==> src/rtl/mips_pkg.sv <==
// Shared types and constants for the MIPS program-counter stage.
package mips_pkg;

    typedef enum logic [1:0] {
        RUN    = 2'd0,
        HALTED = 2'd1,
        FAULT  = 2'd2
    } pc_state_t;

    typedef enum logic [1:0] {
        SEL_SEQ = 2'd0,
        SEL_BR  = 2'd1,
        SEL_J   = 2'd2,
        SEL_JR  = 2'd3
    } pc_sel_t;

    localparam logic [31:0] PC_STEP = 32'd4;

endpackage

==> src/rtl/pc_next_logic.sv <==
// Next-PC candidate generation and select for the PC stage.
// Latency: purely combinational, zero cycles.
// Backpressure: none; the consumer decides whether the result is committed.
module pc_next_logic
    import mips_pkg::*;
(
    input  logic [31:0] pc,
    input  logic        branch_eq,
    input  logic        branch_ne,
    input  logic        zero,
    input  logic        jump,
    input  logic        jump_reg,
    input  logic [31:0] imm_ext,
    input  logic [25:0] jtarget,
    input  logic [31:0] rs_data,
    output logic [31:0] pc_plus4,
    output logic [31:0] branch_target,
    output logic [31:0] next_pc
);

    logic        taken;
    logic [31:0] jump_addr;
    pc_sel_t     sel;

    assign pc_plus4      = pc + PC_STEP;
    // Word offset; the top two immediate bits fall off the 32-bit sum anyway.
    assign branch_target = pc_plus4 + (imm_ext << 2);
    assign jump_addr     = {pc_plus4[31:28], jtarget, 2'b00};
    assign taken         = (branch_eq & zero) | (branch_ne & ~zero);

    always_comb begin
        sel = SEL_SEQ;
        if (jump_reg) begin
            sel = SEL_JR;
        end else if (jump) begin
            sel = SEL_J;
        end else if (taken) begin
            sel = SEL_BR;
        end
    end

    always_comb begin
        next_pc = pc_plus4;
        case (sel)
            SEL_BR:  next_pc = branch_target;
            SEL_J:   next_pc = jump_addr;
            SEL_JR:  next_pc = rs_data;
            default: next_pc = pc_plus4;
        endcase
    end

endmodule

==> src/rtl/pc_unit.sv <==
// PC register, run/halt/fault FSM and retired-instruction counter.
// Latency: one edge per committed instruction; next PC visible after that edge.
// Backpressure: imem_ready=0 or en=0 stalls pc and counter; HALTED/FAULT hold until reset.
module pc_unit
    import mips_pkg::*;
#(
    parameter logic [31:0] RESET_PC = 32'h0000_0000,
    parameter int          CNT_W    = 32
) (
    input  logic             clk,
    input  logic             rst_n,
    input  logic             en,
    input  logic             imem_ready,
    input  logic             branch_eq,
    input  logic             branch_ne,
    input  logic             zero,
    input  logic             jump,
    input  logic             jump_reg,
    input  logic [31:0]      imm_ext,
    input  logic [25:0]      jtarget,
    input  logic [31:0]      rs_data,
    input  logic             halt,
    output logic [31:0]      pc,
    output logic [31:0]      pc_plus4,
    output logic [31:0]      branch_target,
    output logic             retire,
    output logic             halted,
    output logic             misaligned,
    output logic [CNT_W-1:0] retire_count
);

    pc_state_t        state_q;
    pc_state_t        state_d;
    logic [31:0]      next_pc;
    logic [31:0]      pc_d;
    logic [CNT_W-1:0] cnt_d;

    pc_next_logic u_next (
        .pc            (pc),
        .branch_eq     (branch_eq),
        .branch_ne     (branch_ne),
        .zero          (zero),
        .jump          (jump),
        .jump_reg      (jump_reg),
        .imm_ext       (imm_ext),
        .jtarget       (jtarget),
        .rs_data       (rs_data),
        .pc_plus4      (pc_plus4),
        .branch_target (branch_target),
        .next_pc       (next_pc)
    );

    assign retire     = (state_q == RUN) & en & imem_ready;
    assign halted     = (state_q == HALTED);
    assign misaligned = (state_q == FAULT);

    always_ff @(posedge clk or negedge rst_n) begin
        if (!rst_n) begin
            state_q <= RUN;
        end else begin
            state_q <= state_d;
        end
    end

    // Halt and fault both still count the offending instruction as retired.
    always_comb begin
        state_d = state_q;
        pc_d    = pc;
        cnt_d   = retire_count;
        if (retire) begin
            cnt_d = retire_count + CNT_W'(1);
            if (halt) begin
                state_d = HALTED;
            end else if (next_pc[1:0] != 2'b00) begin
                state_d = FAULT;
            end else begin
                pc_d = next_pc;
            end
        end
    end

    always_ff @(posedge clk or negedge rst_n) begin
        if (!rst_n) begin
            pc           <= RESET_PC;
            retire_count <= '0;
        end else begin
            pc           <= pc_d;
            retire_count <= cnt_d;
        end
    end

endmodule

==> config.mk <==
export PLATFORM = sky130hd
export DESIGN_NAME = pc_unit
export DESIGN_NICKNAME = d
export VERILOG_FILES = /design/src/rtl/mips_pkg.sv /design/src/rtl/pc_next_logic.sv /design/src/rtl/pc_unit.sv
export SDC_FILE = /design/constraint.sdc
export NUM_CORES = 1
export LEC_CHECK = 0
export ABC_CLOCK_PERIOD_IN_PS = 7200
export BUFFER_PORTS_ARGS = -buffer_cell sky130_fd_sc_hd__buf_4
export CAP_MARGIN = 30
export CORE_ASPECT_RATIO = 0.8
export CORE_UTILIZATION = 54
export DETAILED_ROUTE_END_ITERATION = 7
export PLACE_DENSITY = 0.9
export SYNTH_ARGS = -nofsm -noshare
export SYNTH_HDL_FRONTEND = slang
export SYNTH_HIERARCHICAL = 1
export SYNTH_SLANG_ARGS = --single-unit
==> constraint.sdc <==
create_clock -name clk -period 7.2 [get_ports clk]
set_input_delay 2.16 -clock clk [delete_from_list [all_inputs] [get_ports clk]]
set_output_delay 2.16 -clock clk [all_outputs]
set_load 0.02 [all_outputs]
==> results.md <==
- Among the stages of the critical path, the cell type that occurs most often is buf_4.
- The worst min-delay path category is reg2reg.
- The global-route wire length before repair is 32.1 mm.
- The hold path depth is 1.
- The H-tree depth is 3.
- After synthesis, the largest area contributor takes up 27.6% of total cell area.
- The count of buffering cells on the critical path with inverters included is 3.
- The number of buffers inserted for hold repair after clock tree synthesis is 0.
- The cell type with the highest aggregate area in the netlist is dfrtp_1.
- The cell with the largest stage delay on the worst path is a211oi_2.
- Global routing finished with a remaining overflow of 0.
- The congestion estimate from routability-driven global placement came to 0.922.
- The post-route standard cell area excluding fillers is 8020 sq um.
- Static timing analysis puts the maximum clock frequency at 145 MHz.
- Of the cells placed in the final design, the portion with a size suffix greater than 1 is about 33%.
- The most common cell in the synthesized netlist is dfrtp_1.
- In this run the critical register-to-register path is captured at pc[31].
- The final-report setup violation count is 0.
- Final hold analysis gives a worst-case slack of 0.476 ns.
- The number of clock sinks is 66.
- The number of antenna violations at the first check in global routing is 0.
- At the pin with the least slew margin, the transition time is 1.14 ns.
- The instance area after placement is 7720 sq um.
- The number of fill cells in the layout is 761.
- Buffers added to address setup during post-CTS repair amount to 0.
- The die width is ~120 um.
- The startpoint identified for the worst hold timing path is retire_count[31].
- The type of element capturing the critical path is an output pin.
- The class of the most critical setup path is in2out.
- The worst IR drop on VDD is 0.116 mV.
- Summing all multi-input logic gate instances after layout gives between 4000 and 5000 sq um.
- The worst-path maximum fanout is 3.
- In this run the tightest slew margin relative to its limit is 23.7%.
- The flow ran to the end, and the final reports show no timing, DRC or antenna violations.
- Entering global routing, the biggest net connects 67 pins.
- The worst clock skew is about 0.012 ns.
- The count of max-cap constraint violations is 0.
- The total clock buffers created by CTS is 9.
- Once the floorplan was initialized, standard cells occupied 56.9% of the core.
- After floorplanning, the core was divided into 33 placement rows.
- The tree is rooted in a clkbuf_16.
- The number of vias in the routed layout is approximately 6500.
- The average cell area after synthesis is 8.82 sq um.
- The top-level port count is 231.
- Ranked by total cell area, the synthesized netlist is headed by dfrtp_1 (28%), ha_1 (7.9%), xnor2_1 (7.0%), mux2_2 (5.6%), xor2_1 (5.4%).
- The detailed-router iteration count before antenna repair is 5.
- In the synthesized netlist, the cells that appear most often are dfrtp_1 (66), nand2_1 (54), nor2_1 (50), xnor2_1 (48), ha_1 (38).
- The netlist area before placement is 5990 sq um.
- The post-detailed-route DRC marker count is 0.
- The synthesized instance count is between 600 and 700.
- The number of hold-slack violations in the final timing report is 0.
- Counting flops and latches in the post-synthesis netlist gives 66.
- The detail-routed via count per cell is 6.30.
- The required time of the worst setup path is 5.04 ns.
- During synthesis, Yosys emitted a total of 6 warnings.
- Of all flip-flops after synthesis, the portion carrying an async set or reset was 100%.
- The critical path launch point type is an input pin.
- The detailed router finished its first iteration with 503 violations.
- The post-detailed-route count of antenna-violating nets is 0.
- The sequential fraction of the synthesis area is 27.6%.
- The clock period minus worst slack is 6.89 ns.
- The part of the cycle the worst path needs is 95.7%.
- The hold path endpoint is retire_count[31].
- The depth of the worst register-to-register path is 17.
- The count of nets after finishing is between 1000 and 1500.
- The clock slew at the register clock pins of the worst setup and hold paths is 0.06 ns.
- In this run the deepest clock path goes through 2 buffers.
- The number of antenna diodes in the final layout is 0.
- Global routing consumed, over all layers together, about 36% of the routing resources.
- In the final timing run, aggregate negative setup slack is 0 ns.
- The worst reg-to-reg setup slack is 2.53 ns.
- In this run, synthesis inferred 0 flip-flops with an integrated enable.
- The total nets after synthesis is 818.
- The number of global-route vias before repair was 6143.
- The launch point of the worst reg-to-reg path is pc[2].
- The clock tree from TritonCTS is yes.
- The floorplan step set the die height to 96.2 um.
- The kind of cell with the highest combined delay on the critical path is compound AO/OA/AOI/OAI gates.
- The count of pins over their slew limit is 0.
- The region available for standard cell placement spans 10500 sq um.
- The die area is 11500 sq um.
- The critical path arrival is ~4.7 ns.
- For this design the ratio of total power to cell area is 138 nW/um^2.
- Summed over all layers, the routed wires come to about 21 mm.
- The largest stage delay on the critical path is 0.43 ns.
- After detailed routing, the average wire length per cell comes to slightly above 20 um.
- The reported leakage power is 4.15 nW.
- Cells fill 76.1% of the core in the end.
- The distinct cell type count of the synthesized netlist is 73.
- The area growth from synthesis to layout is 33.9%.
- Detailed placement finished with a half-perimeter wire length of 15.8 mm.
- The count of buffers added on input and output ports is around 230.
- Walking the worst path, the cells encountered are buf_4, ha_1, inv_1, fa_1, nor2b_1, o2111ai_1, a211oi_2, o21ai_1, a31oi_1, a41o_1, xnor2_1, buf_4.
- Setup repair after global routing left no endpoint under its margin.
- The flip-flop cell with the highest count after synthesis is dfrtp_1.
- Summing all flip-flop and latch instances after layout gives 1650 sq um.
- Clock latency on the worst-skew pair, taken at its later pin, is about 0.34 ns.
registers in the layout (all words and copies together), names as in the netlist:
register      flops
retire_count     32
pc               32
state_q           2
worst reg2reg max path: cells and delay by family (launching register included):
kind	cells	cell delay, ns
AO/OA/AOI/OAI	7	1.21
XOR/XNOR	1	0.28
adder cells (fa/ha/maj)	2	0.65
flip-flops	1	0.48
multiplexers	2	0.50
AND/OR/NAND/NOR	5	1.46
through the flow:
step	setup slack [ns]	std cells	total power, mW
floorplan	0.801	679	0.548
global placement	0.319	1012	0.669
detailed placement	0.244	1012	0.677
CTS	0.238	1028	1.11
global route	0.124	1028	1.14
finish	0.307	1028	1.11
power by group:
part	total [mW]	internal, mW	switching [mW]
clock network	0.433	0.239	0.193
logic	0.290	0.128	0.162
registers	0.387	0.378	0.00979
metal layers:
layer	track usage (%)	vias up	routed length, um
li1	-	2901	-
met1	47.4	3132	8650
met2	60.2	388	9930
met3	5.63	52	1870
met4	14.0	0	635
met5	0	-	0
worst max-delay path by stage:
stage | startpoint | to | slack (ns) | cells past startpoint
2_1_floorplan | imm_ext[0] | branch_target[24] | 0.80 | 10
3_3_place_gp | imm_ext[0] | branch_target[28] | 0.32 | 12
3_5_place_dp | imm_ext[0] | branch_target[28] | 0.24 | 12
4_1_cts | imm_ext[0] | branch_target[28] | 0.24 | 12
5_1_grt | imm_ext[0] | branch_target[28] | 0.12 | 12
6_report | imm_ext[0] | branch_target[28] | 0.31 | 12
placed cells by master (no fill, tap or decap), types with 5 or more instances in the layout:
cell type / instances
o21bai_1: 7
nor3_1: 17
nand2_1: 54
ha_1: 38
and4_1: 6
o21ai_0: 14
a22oi_1: 17
xnor2_1: 48
and3_1: 21
a31oi_1: 11
nand3_1: 28
a21o_1: 18
inv_1: 23
or3_1: 6
o21ai_1: 5
buf_4: 231
dfrtp_1: 66
nand4_1: 16
clkbuf_16: 9
xor2_1: 37
mux2i_1: 7
nor3_2: 6
a21oi_1: 25
mux2_2: 30
nor2b_1: 7
a221o_1: 14
nor2_1: 50
timing repair:
item                       CTS  global route
hold endpoints to repair     0             0
setup endpoints to repair    0             1
gates resized for setup      0             1
logic make-up after synthesis:
logic type	after synthesis	share of synthesized area, %
xor+xnor	86	12.8
simple gates	238	21.4
flops	66	27.6
compound gates	149	18.2
buf+inv	62	4.51
mux	39	7.19
fa+ha+maj	39	8.28
layout make-up:
| cell class | instances | area share, % |
|---|---|---|
| Sequential cell | 66 | 20.6 |
| Clock inverter | 7 | 0.765 |
| Timing Repair Buffer | 231 | 21.6 |
| Multi-Input combinational cell | 551 | 50.9 |
| Tap cell | 140 | 2.19 |
| Inverter | 24 | 1.12 |
| Clock buffer | 9 | 2.81 |
No activity file was read; power rests on OpenSTA's default activity.
